--- src/rtl/tx_source_arbiter_pkg.sv ---
// ----------------------------------------------------------------------------
// tx_source_arbiter_pkg
//   Shared constants for the transmit source arbiter: FSM state encoding,
//   well-known source slots, octet-length width and Ethernet minimum frame
//   length. Also a helper that sizes index buses safely for a single source.
// ----------------------------------------------------------------------------
package tx_source_arbiter_pkg;

   localparam int LEN_W       = 11;
   localparam int ETH_MIN_LEN = 60;

   localparam int SRC_ARP  = 0;
   localparam int SRC_ICMP = 1;
   localparam int SRC_UDP  = 2;

   localparam logic [1:0] ST_IDLE = 2'd0;
   localparam logic [1:0] ST_SEND = 2'd1;
   localparam logic [1:0] ST_TAIL = 2'd2;
   localparam logic [1:0] ST_GAP  = 2'd3;

   function automatic int idx_width(input int n);
      return (n > 1) ? $clog2(n) : 1;
   endfunction

endpackage

--- src/rtl/tx_source_arbiter_prio_pick.sv ---
// ----------------------------------------------------------------------------
// prio_pick
//   Combinational fixed-priority picker, lowest set index wins.
//   Ports:
//     req_vec  in   NSRC    candidate vector
//     pick_oh  out  NSRC    one-hot of the winner (0 when req_vec is 0)
//     pick_idx out  IDX_W   encoded index of the winner (0 when none)
//     pick_any out  1       req_vec has at least one bit set
// ----------------------------------------------------------------------------
module prio_pick
   import tx_source_arbiter_pkg::*;
#(
   parameter int NSRC  = 4,
   parameter int IDX_W = idx_width(NSRC)
) (
   input  logic [NSRC-1:0]  req_vec,
   output logic [NSRC-1:0]  pick_oh,
   output logic [IDX_W-1:0] pick_idx,
   output logic             pick_any
);

   // Walk from the top down so the lowest set index is the last to overwrite.
   always_comb begin
      pick_oh  = '0;
      pick_idx = '0;
      for (int i = NSRC - 1; i >= 0; i--) begin
         if (req_vec[i]) begin
            pick_oh    = '0;
            pick_oh[i] = 1'b1;
            pick_idx   = IDX_W'(i);
         end
      end
      pick_any = |req_vec;
   end

endmodule

--- src/rtl/tx_source_arbiter.sv ---
// ----------------------------------------------------------------------------
// tx_source_arbiter
//   Shares one Ethernet transmit stream between NSRC packet generators.
//   Each generator is kicked by a one-cycle request and then supplies one
//   octet per strobe cycle, DATA_LAT cycles after the strobe. Requests are
//   latched, served one at a time by fixed priority (index 0 first), short
//   frames are zero-padded to MIN_LEN and an IFG idle gap follows each frame.
//
//   Ports:
//     clk       in   1          transmit clock
//     rst       in   1          asynchronous active-high reset
//     req       in   NSRC       per-source request pulse
//     len       in   11*NSRC    per-source length, source i at [11i+10:11i]
//     data_in   in   8*NSRC     per-source octet, source i at [8i+7:8i]
//     strobe    out  NSRC       one-hot octet-pull strobe to granted source
//     data_out  out  8          transmit octet (0 when tx_valid is low)
//     tx_valid  out  1          data_out valid
//     tx_last   out  1          final octet of the frame
//     busy      out  1          FSM not in IDLE
//
//   state | meaning
//   ------+-----------------------------------------------------------------
//   IDLE  | arbitrate pending requests; zero-length requests are discarded
//   SEND  | strobe the granted source for L cycles
//   TAIL  | drain the source pipeline and emit padding up to tx_last
//   GAP   | IFG idle cycles before arbitration resumes
// ----------------------------------------------------------------------------
module tx_source_arbiter
   import tx_source_arbiter_pkg::*;
#(
   parameter int NSRC     = 4,
   parameter int DATA_LAT = 2,
   parameter int MIN_LEN  = ETH_MIN_LEN,
   parameter int IFG      = 12
) (
   input  logic                    clk,
   input  logic                    rst,
   input  logic [NSRC-1:0]         req,
   input  logic [LEN_W*NSRC-1:0]   len,
   input  logic [8*NSRC-1:0]       data_in,
   output logic [NSRC-1:0]         strobe,
   output logic [7:0]              data_out,
   output logic                    tx_valid,
   output logic                    tx_last,
   output logic                    busy
);

   localparam int                IDX_W     = idx_width(NSRC);
   localparam logic [LEN_W-1:0]  MIN_LEN_C = LEN_W'(MIN_LEN);
   localparam logic [LEN_W-1:0]  GAP_LAST  = LEN_W'(IFG - 1);

   logic [1:0]        state_q,    state_d;
   logic [NSRC-1:0]   pend_q,     pend_d;
   logic [IDX_W-1:0]  g_q,        g_d;
   logic [NSRC-1:0]   oh_q,       oh_d;
   logic [LEN_W-1:0]  len_q,      len_d;
   logic [LEN_W-1:0]  tot_q,      tot_d;
   logic [LEN_W-1:0]  scnt_q,     scnt_d;
   logic [LEN_W-1:0]  ocnt_q,     ocnt_d;
   logic [LEN_W-1:0]  gcnt_q,     gcnt_d;
   logic [7:0]        data_out_q, data_out_d;
   logic              tx_valid_q, tx_valid_d;
   logic              tx_last_q,  tx_last_d;

   logic [LEN_W-1:0]  len_arr  [NSRC];
   logic [7:0]        data_arr [NSRC];

   logic [NSRC-1:0]   pick_oh;
   logic [IDX_W-1:0]  pick_idx;
   logic              pick_any;
   logic [NSRC-1:0]   pend_clr;
   logic [LEN_W-1:0]  pick_len;
   logic              send_act;
   logic              src_v;
   logic              pad_v;

   for (genvar i = 0; i < NSRC; i++) begin : g_unpack
      assign len_arr[i]  = len[i*LEN_W +: LEN_W];
      assign data_arr[i] = data_in[i*8 +: 8];
   end

   prio_pick #(
      .NSRC  (NSRC),
      .IDX_W (IDX_W)
   ) u_pick (
      .req_vec  (pend_q),
      .pick_oh  (pick_oh),
      .pick_idx (pick_idx),
      .pick_any (pick_any)
   );

   assign send_act = (state_q == ST_SEND);
   assign pick_len = len_arr[pick_idx];

   // src_v marks the cycle in which the granted source's octet for an
   // earlier strobe is present on data_in.
   if (DATA_LAT == 0) begin : g_lat0
      assign src_v = send_act;
   end else begin : g_latn
      logic [DATA_LAT-1:0] lat_q, lat_d;

      always_comb lat_d = DATA_LAT'({lat_q, send_act});

      always_ff @(posedge clk or posedge rst) begin
         if (rst) lat_q <= '0;
         else     lat_q <= lat_d;
      end

      assign src_v = lat_q[DATA_LAT-1];
   end

   always_comb begin
      state_d    = state_q;
      g_d        = g_q;
      oh_d       = oh_q;
      len_d      = len_q;
      tot_d      = tot_q;
      scnt_d     = scnt_q;
      ocnt_d     = ocnt_q;
      gcnt_d     = gcnt_q;
      pend_clr   = '0;

      case (state_q)
         ST_IDLE: begin
            if (pick_any) begin
               pend_clr = pick_oh;
               if (pick_len != '0) begin
                  state_d = ST_SEND;
                  g_d     = pick_idx;
                  oh_d    = pick_oh;
                  len_d   = pick_len;
                  tot_d   = (pick_len > MIN_LEN_C) ? pick_len : MIN_LEN_C;
                  scnt_d  = '0;
                  ocnt_d  = '0;
               end
            end
         end
         ST_SEND: begin
            scnt_d = scnt_q + 11'd1;
            if (scnt_q == len_q - 11'd1) state_d = ST_TAIL;
         end
         ST_TAIL: begin
            if (tx_last_q) begin
               state_d = ST_GAP;
               gcnt_d  = '0;
            end
         end
         default: begin
            gcnt_d = gcnt_q + 11'd1;
            if (gcnt_q == GAP_LAST) state_d = ST_IDLE;
         end
      endcase

      // A request arriving with its own grant survives the clear.
      pend_d = (pend_q & ~pend_clr) | req;

      // Padding can only start once every source octet has been counted out,
      // so it follows the last data octet without a hole.
      pad_v      = (state_q == ST_TAIL) && !src_v &&
                   (ocnt_q >= len_q) && (ocnt_q < MIN_LEN_C);
      tx_valid_d = src_v | pad_v;
      data_out_d = src_v ? data_arr[g_q] : 8'h00;
      tx_last_d  = tx_valid_d && ((ocnt_q + 11'd1) == tot_q);
      if (tx_valid_d) ocnt_d = ocnt_q + 11'd1;
   end

   always_ff @(posedge clk or posedge rst) begin
      if (rst) begin
         state_q    <= ST_IDLE;
         pend_q     <= '0;
         g_q        <= '0;
         oh_q       <= '0;
         len_q      <= '0;
         tot_q      <= '0;
         scnt_q     <= '0;
         ocnt_q     <= '0;
         gcnt_q     <= '0;
         data_out_q <= '0;
         tx_valid_q <= 1'b0;
         tx_last_q  <= 1'b0;
      end else begin
         state_q    <= state_d;
         pend_q     <= pend_d;
         g_q        <= g_d;
         oh_q       <= oh_d;
         len_q      <= len_d;
         tot_q      <= tot_d;
         scnt_q     <= scnt_d;
         ocnt_q     <= ocnt_d;
         gcnt_q     <= gcnt_d;
         data_out_q <= data_out_d;
         tx_valid_q <= tx_valid_d;
         tx_last_q  <= tx_last_d;
      end
   end

   assign strobe   = send_act ? oh_q : '0;
   assign data_out = data_out_q;
   assign tx_valid = tx_valid_q;
   assign tx_last  = tx_last_q;
   assign busy     = (state_q != ST_IDLE);

endmodule

--- config.mk ---
export PLATFORM = sky130hd
export DESIGN_NAME = tx_source_arbiter
export DESIGN_NICKNAME = d
export VERILOG_FILES = /design/src/rtl/tx_source_arbiter_pkg.sv /design/src/rtl/tx_source_arbiter_prio_pick.sv /design/src/rtl/tx_source_arbiter.sv
export SDC_FILE = /design/constraint.sdc
export NUM_CORES = 1
export LEC_CHECK = 0
export CORE_MARGIN = 2
export CORE_UTILIZATION = 50
export CTS_CLUSTER_DIAMETER = 50
export DETAILED_ROUTE_END_ITERATION = 10
export DONT_BUFFER_PORTS = 1
export PLACE_DENSITY_LB_ADDON = 0.15
export SLEW_MARGIN = 40
export SYNTH_ARGS = -nofsm -noshare
export SYNTH_HDL_FRONTEND = slang
export SYNTH_HIERARCHICAL = 1
export SYNTH_SLANG_ARGS = --single-unit
export TNS_END_PERCENT = 20
--- constraint.sdc ---
create_clock -name clk -period 3.5 [get_ports clk]
set_input_delay 0.35 -clock clk [delete_from_list [all_inputs] [get_ports clk]]
set_output_delay 0.35 -clock clk [all_outputs]
set_load 0.02 [all_outputs]
# After elaboration in Yosys (flattened, before gate mapping)
# Index checks and enable logic that the tools add are counted.
# word_totals
latchBits	0
wordCells	90
mem_bits_ro	0
ff_bits	79
in_bits	82
n_memories	0
ram_bits	0
# classes
order_cmp	5
n_mul	0
n_mux	32
n_shift	0
n_reduce_logical	20
bitwise	7
n_eq_ne	9
add_sub_neg	4
div_mod_pow	0
# op_table
op	n
$mux W11	8
$pmux W11 S2	2
$add A11 B1 Y11 const B	3
$mux W4	7
$mux W8	3
$bmux W11 S2	1
$eq A11 B11 Y1	2
$mux W2	9
$bmux W8 S2	1
$eq A11 B4 Y1 const B	1
$ge A11 B11 Y1	1
$gt A11 B6 Y1 const B	1
$lt A11 B6 Y1 const B	1
$reduce_bool A11 Y1	1
$sub A11 B1 Y11 const B	1
$reduce_bool A2 Y1	5
$reduce_and A3 Y1	3
$ge A3 B3 Y1 const B	2
$ne A2 B2 Y1 const B	3
$not A2 Y3	2
$pmux W2 S3	1
$reduce_and A5 Y1	1
$and A4 B4 Y4	1
$logic_and A1 B1 Y1	4
other kinds (13)	13

# Depth between registers and ports, before layout
# depth
ltp_word	13
mapped_depth	10

# Cells and area by module
# The synthesis kept the hierarchy.
# by_module_without_submodules
mod	n_inst	area_each_um2	cells_per_inst	seq_area_each_um2
tx_source_arbiter	1	4822.1	489	1976.9
prio_pick	1	58.8	10	0.0

# Worst setup path before layout
# Ideal clock, no wire load.
# synth_timing
path_kind	register -> register
start	reg pend_q[2]
end	reg state_q[1]
required_ns	3.375
period_less_slack_ns	3.187
path_stages_with_launch	10
n_path_buf	1
setup_slack_ns	0.313
setup_time_ns	0.125
t_arrival_ns	3.062
cell_sequence	dfrtp_1 > nand2b_1 > a21oi_1 > buf_6 > mux4_2 > or4_4 > o41ai_2 > nand2_1 > nand4_1 > mux2_2
# synth_between
elab_chain_cells	10
# synth_rtl
element	line	rtl
from (decl)	tx_source_arbiter.sv:53	logic [NSRC-1:0] pend_q, pend_d;
from (signal assigned)	tx_source_arbiter.sv:183	pend_q <= pend_d;
$mux W2 (3 in a row)	tx_source_arbiter_prio_pick.sv:27	if (req_vec[i]) begin
net pick_idx[0]	tx_source_arbiter.sv:69	logic [IDX_W-1:0] pick_idx;
$not A2 Y3 (implied by the code)	tx_source_arbiter.sv:93	assign pick_len = len_arr[pick_idx];
$bmux W11 S2	tx_source_arbiter.sv:93	
$mux W11 (implied by the code) (2 in a row)	tx_source_arbiter.sv:93	
$reduce_bool A11 Y1	tx_source_arbiter.sv:127	if (pick_len != '0) begin
$ne A2 B2 Y1 (no source line)	--	
$reduce_and A5 Y1 (no source line)	--	
to (signal assigned)	tx_source_arbiter.sv:182	state_q <= state_d;
to (decl)	tx_source_arbiter.sv:52	logic [1:0] state_q, state_d;
# The timed path passes the listed nets, and every way through them passes these cells. The select of a mux whose other input is x is not followed.
# A chain may end at the register's enable or synchronous reset.

# Final worst setup path
# layout_timing
start	reg pend_q[2]
end	reg scnt_q[5]
# layout_between
elab_chain_cells	10
# layout_rtl
element	line	rtl
$mux W2 (3 in a row)	tx_source_arbiter_prio_pick.sv:27	
net pick_idx[0]	tx_source_arbiter.sv:69	
$not A2 Y3 (implied by the code)	tx_source_arbiter.sv:93	
$bmux W11 S2	tx_source_arbiter.sv:93	
$mux W11 (implied by the code) (2 in a row)	tx_source_arbiter.sv:93	
$reduce_bool A11 Y1	tx_source_arbiter.sv:127	
$ne A2 B2 Y1 (no source line)	--	
$reduce_and A3 Y1 (no source line)	--	
to (signal assigned)	tx_source_arbiter.sv:188	scnt_q <= scnt_d;
to (decl)	tx_source_arbiter.sv:58	logic [LEN_W-1:0] scnt_q, scnt_d;
# The timed path passes the listed nets, and every way through them passes these cells. The select of a mux whose other input is x is not followed.

==> impl_table.tex <==
\begin{tabular}{lr}
\hline
Metric & Value \\
\hline
\multicolumn{2}{l}{\textbf{Final layout}} \\
Final instance area & 5190 sq um \\
Final-layout fill cell count & 893 \\
Area growth syn-to-layout & 6.38\% \\
Antenna diode count & 0 \\
Number of nets in the layout & between 500 and 600 \\
Layout cell share with drive strength beyond 1 & 0.104 \\
\multicolumn{2}{l}{\textbf{Critical path}} \\
Startpoint of the worst register-to-register path & pend\_q[2]\$\_DFF\_PP0\_ \\
Worst R2R Setup Slack & around 220 ps \\
Critical path launch point type & register \\
End of the worst register-to-register path & scnt\_q[5]\$\_DFFE\_PP0P\_ \\
Worst Setup SP & pend\_q[2]\$\_DFF\_PP0\_ \\
Category of the most critical setup path & reg2reg \\
Critical path arrival & 3520 ps \\
Critical Path End Type & register \\
Required time at the worst-slack endpoint & 3730 ps \\
CP max FO & 12 \\
Number of cells on the worst reg-to-reg path & 10 \\
Capture point of the critical path & scnt\_q[5]\$\_DFFE\_PP0P\_ \\
\multicolumn{2}{l}{\textbf{Floorplanning}} \\
Die H & 103 um \\
Standard cell core area & 9640 sq um \\
I/O pins & 97 \\
Cell row count & 36 \\
Area enclosed by the die boundary & about 11,000 sq um \\
Die W & 103 um \\
Initial Util & 0.506 \\
\multicolumn{2}{l}{\textbf{Logic synthesis}} \\
Register area share after synthesis & 0.405 \\
Synth Warn \# & 6 \\
Synthesized area divided by synthesized cell count & 9.78 sq um \\
Net count after synthesis & 600 \\
Proportion of register bits with asynchronous set or reset after synthesis & 1.00 \\
Post-Syn Area & 4880 sq um \\
Count of state elements after synthesis & 79 \\
Count of cell types in the netlist & 56 \\
Ys flop type & sky130\_fd\_sc\_hd\_\_dfrtp\_1 \\
Number of synthesized flops with an enable pin & 0 \\
Synthesized instance count & between 400 and 500 \\
Post-synthesis cell type with the largest combined area & sky130\_fd\_sc\_hd\_\_dfrtp\_1 \\
Synth area leaders & sky130\_fd\_sc\_hd\_\_dfrtp\_1 41\%, sky130\_fd\_sc\_hd\_\_mux4\_2 8.8\%, sky130\_fd\_sc\_hd\_\_nand2\_1 5.0\% \\
Proportion of netlist area held by the largest area contributor & 0.405 \\
\multicolumn{2}{l}{\textbf{Pwr}} \\
Net Sw Frac & 0.236 \\
NetSw & 0.000369 W \\
Power density over cell area & 301 nW/um\^{}2 \\
Leakage power & 2.19 nW \\
Worst-case vdd ir drop & 0.153 mV \\
Portion of total power attributed to sequential cells & 0.592 \\
Cell internal power dissipation & 0.00119 W \\
Part of the power in the clock network & 0.376 \\
Part of the total power dissipated in combinational logic & 0.033 \\
\multicolumn{2}{l}{\textbf{Timing}} \\
Post-layout min period & between 3000 and 4000 ps \\
Setup TNS after final layout & 0 ps \\
Top achievable clock speed & a little over 300 MHz \\
Final hold vios & 0 \\
Slew at the pin closest to its max-slew limit & 607 ps \\
Relative slew slack & 0.592 \\
Final slew viol count & 0 \\
Final setup violation count & 0 \\
Period Utilization, post-route & 0.938 \\
Worst path setup slack after routing & about 220 ps \\
Unrepaired setup endpoints after global routing & no \\
Clock skew after layout & 11.8 ps \\
\multicolumn{2}{l}{\textbf{Placed design}} \\
Placement Setup Slack & roughly 200 ps \\
Gpl congestion & 0.870 \\
Area after DPL & 5010 sq um \\
Half-perimeter wire length after placement & 8060 um \\
Port buffer count & 0 \\
\multicolumn{2}{l}{\textbf{GRT}} \\
All-Layer GR Usage & 0.208 \\
Final global-route overflow total & 0 \\
Largest net degree at the start of global routing & 59 \\
Number of antenna violations at the first check in global routing & 0 \\
Wire length of the first global-routing pass & 17,100 um \\
Vias in the first global route & 3,580 \\
\multicolumn{2}{l}{\textbf{Detailed routing}} \\
Vias per cell & 5.85 \\
DRT antenna net count & 0 \\
Iteration count of the initial detailed-routing pass & 5 \\
Post-route DRC & 0 \\
WL final & 10,800 um \\
Number of vias in the routed layout & 3,705 \\
Count of routing violations after the opening detailed-route iteration & 114 \\
Routed WL per cell & $\sim$17 um \\
\multicolumn{2}{l}{\textbf{Clock tree}} \\
CTS tree & built \\
TritonCTS sink count & 79 \\
Total number of H-tree levels & 3 \\
Total CTS buffers & 9 \\
Clock network latency to the later pin of the worst-skew pair & 340 ps \\
Largest buffer count on any clock path & 2 \\
Clk Tree Root Cell & sky130\_fd\_sc\_hd\_\_clkbuf\_8 \\
Total setup buffers inserted after CTS & 0 \\
Clock transition at path regs & around 80 ps \\
\multicolumn{2}{l}{\textbf{Outcome}} \\
Result of the run & completed \\
\multicolumn{2}{l}{\textbf{Job}} \\
Maximum capacitance violations & 0 \\
\multicolumn{2}{l}{\textbf{Worst hold path}} \\
Hold/Removal Path Class & in2reg \\
\hline
\end{tabular}
-- cell usage after synthesis, types with 5 or more instances --
master,number
sky130_fd_sc_hd__a21oi_1,19
sky130_fd_sc_hd__a31oi_1,8
sky130_fd_sc_hd__and2_1,25
sky130_fd_sc_hd__and3_1,5
sky130_fd_sc_hd__buf_2,5
sky130_fd_sc_hd__clkbuf_1,11
sky130_fd_sc_hd__dfrtp_1,79
sky130_fd_sc_hd__ha_1,19
sky130_fd_sc_hd__inv_1,23
sky130_fd_sc_hd__mux4_2,19
sky130_fd_sc_hd__nand2_1,65
sky130_fd_sc_hd__nand2b_1,7
sky130_fd_sc_hd__nand3_1,12
sky130_fd_sc_hd__nand4_1,14
sky130_fd_sc_hd__nor2_1,20
sky130_fd_sc_hd__nor3_1,10
sky130_fd_sc_hd__o21ai_0,30
sky130_fd_sc_hd__o21ai_1,13
sky130_fd_sc_hd__o31ai_1,7
sky130_fd_sc_hd__or3_1,5
sky130_fd_sc_hd__xnor2_1,19
sky130_fd_sc_hd__xor2_1,17
-- power groups by stage --
stage	clock, W	combinational [W]	sequential [W]
global route	0.000646	0.0000577	0.000925
CTS	0.000605	0.0000515	0.000924
global placement	0	0.0000489	0.000943
finish	0.000586	0.0000509	0.000924
floorplan	0	0.0000395	0.000942
detailed placement	0	0.0000499	0.000943
-- cell families (layout without fill, tap and decap cells) --
family          after synthesis  after routing  synth area share
buf+inv                      45             46            0.0405
compound gates              109            109             0.147
xor+xnor                     36             36            0.0646
flops                        79             79             0.405
mux                          22             22            0.0941
fa+ha+maj                    19             19            0.0487
simple gates                189            189             0.200
-- what timing repair did --
item	4_1_cts	5_1_grt
endpoints found under the hold margin	57	0
hold buffers	1	0
endpoints found under the setup margin	0	1
resized for setup	0	1
-- metrics by stage --
stage / hold slack (ps) / total power (W) / instances / util
floorplan: 331 / 0.000982 / 499 / -
global placement: 342 / 0.000991 / 617 / 0.519
detailed placement: 301 / 0.000993 / 617 / 0.519
CTS: 78.2 / 0.00158 / 633 / 0.537
global route: 68.4 / 0.00163 / 633 / 0.539
finish: 95.0 / 0.00156 / 633 / 0.539
-- worst max-delay path: stages, from the launching register on --
cell	delay (ps)
sky130_fd_sc_hd__dfrtp_1	420
sky130_fd_sc_hd__nand2b_1	170
sky130_fd_sc_hd__a21oi_2	190
sky130_fd_sc_hd__buf_12	170
sky130_fd_sc_hd__mux4_2	550
sky130_fd_sc_hd__or4_1	670
sky130_fd_sc_hd__o41ai_4	250
sky130_fd_sc_hd__buf_4	210
sky130_fd_sc_hd__a21boi_4	340
sky130_fd_sc_hd__o21ai_1	120
sky130_fd_sc_hd__o41ai_1	70
-- metal layers --
| metal | track usage | vias to the layer above | share of wire |
|---|---|---|---|
| li1 | - | 1794 | - |
| met1 | 0.277 | 1764 | 0.44 |
| met2 | 0.351 | 141 | 0.49 |
| met3 | 0.0461 | 6 | 0.065 |
| met4 | 0.0466 | 0 | 0.0055 |
| met5 | 0 | - | 0 |
-- sequential cells by signal (all words and copies together) (netlist names) --
register      flops
data_out          8
len_q            11
g_q               2
tx_last           1
g_latn.lat_q      2
ocnt_q           11
scnt_q           11
oh_q              4
state_q           2
gcnt_q           11
tx_valid          1
tot_q            11
pend_q            4
-- layout make-up --
class / instances / area [sq um] / area share
Timing Repair Buffer: 7 / 67.6 / 0.0130
Clock inverter: 3 / 21.3 / 0.00410
Sequential cell: 79 / 1980 / 0.381
Tap cell: 133 / 166 / 0.0320
Clock buffer: 12 / 135 / 0.0260
Inverter: 24 / 95.1 / 0.0183
Multi-Input combinational cell: 375 / 2730 / 0.526
-- worst min-delay path by stage --
stage	cells past startpoint	slack (ps)	endpoint	startpoint
final	1	90	pend_q[2]$_DFF_PP0_	req[2]
after global routing	1	70	pend_q[0]$_DFF_PP0_	req[0]
after CTS	1	80	pend_q[0]$_DFF_PP0_	req[0]
after detailed placement	1	300	gcnt_q[6]$_DFFE_PP0P_	rst
after global placement	0	340	g_latn.lat_q[1]$_DFF_PP0_	g_latn.lat_q[0]$_DFF_PP0_
after floorplan	0	330	g_latn.lat_q[1]$_DFF_PP0_	g_latn.lat_q[0]$_DFF_PP0_
-- cell usage in the layout, fill, tap and decap left out, drive strengths merged, types with 17 or more instances in the layout --
cell   count
xor2      17
and2      25
dfrtp     79
a21oi     19
nor2      20
xnor2     19
o21ai     43
nand2     65
ha        19
mux4      19
inv       23
Note: power is estimated with default switching activity, not from simulation.
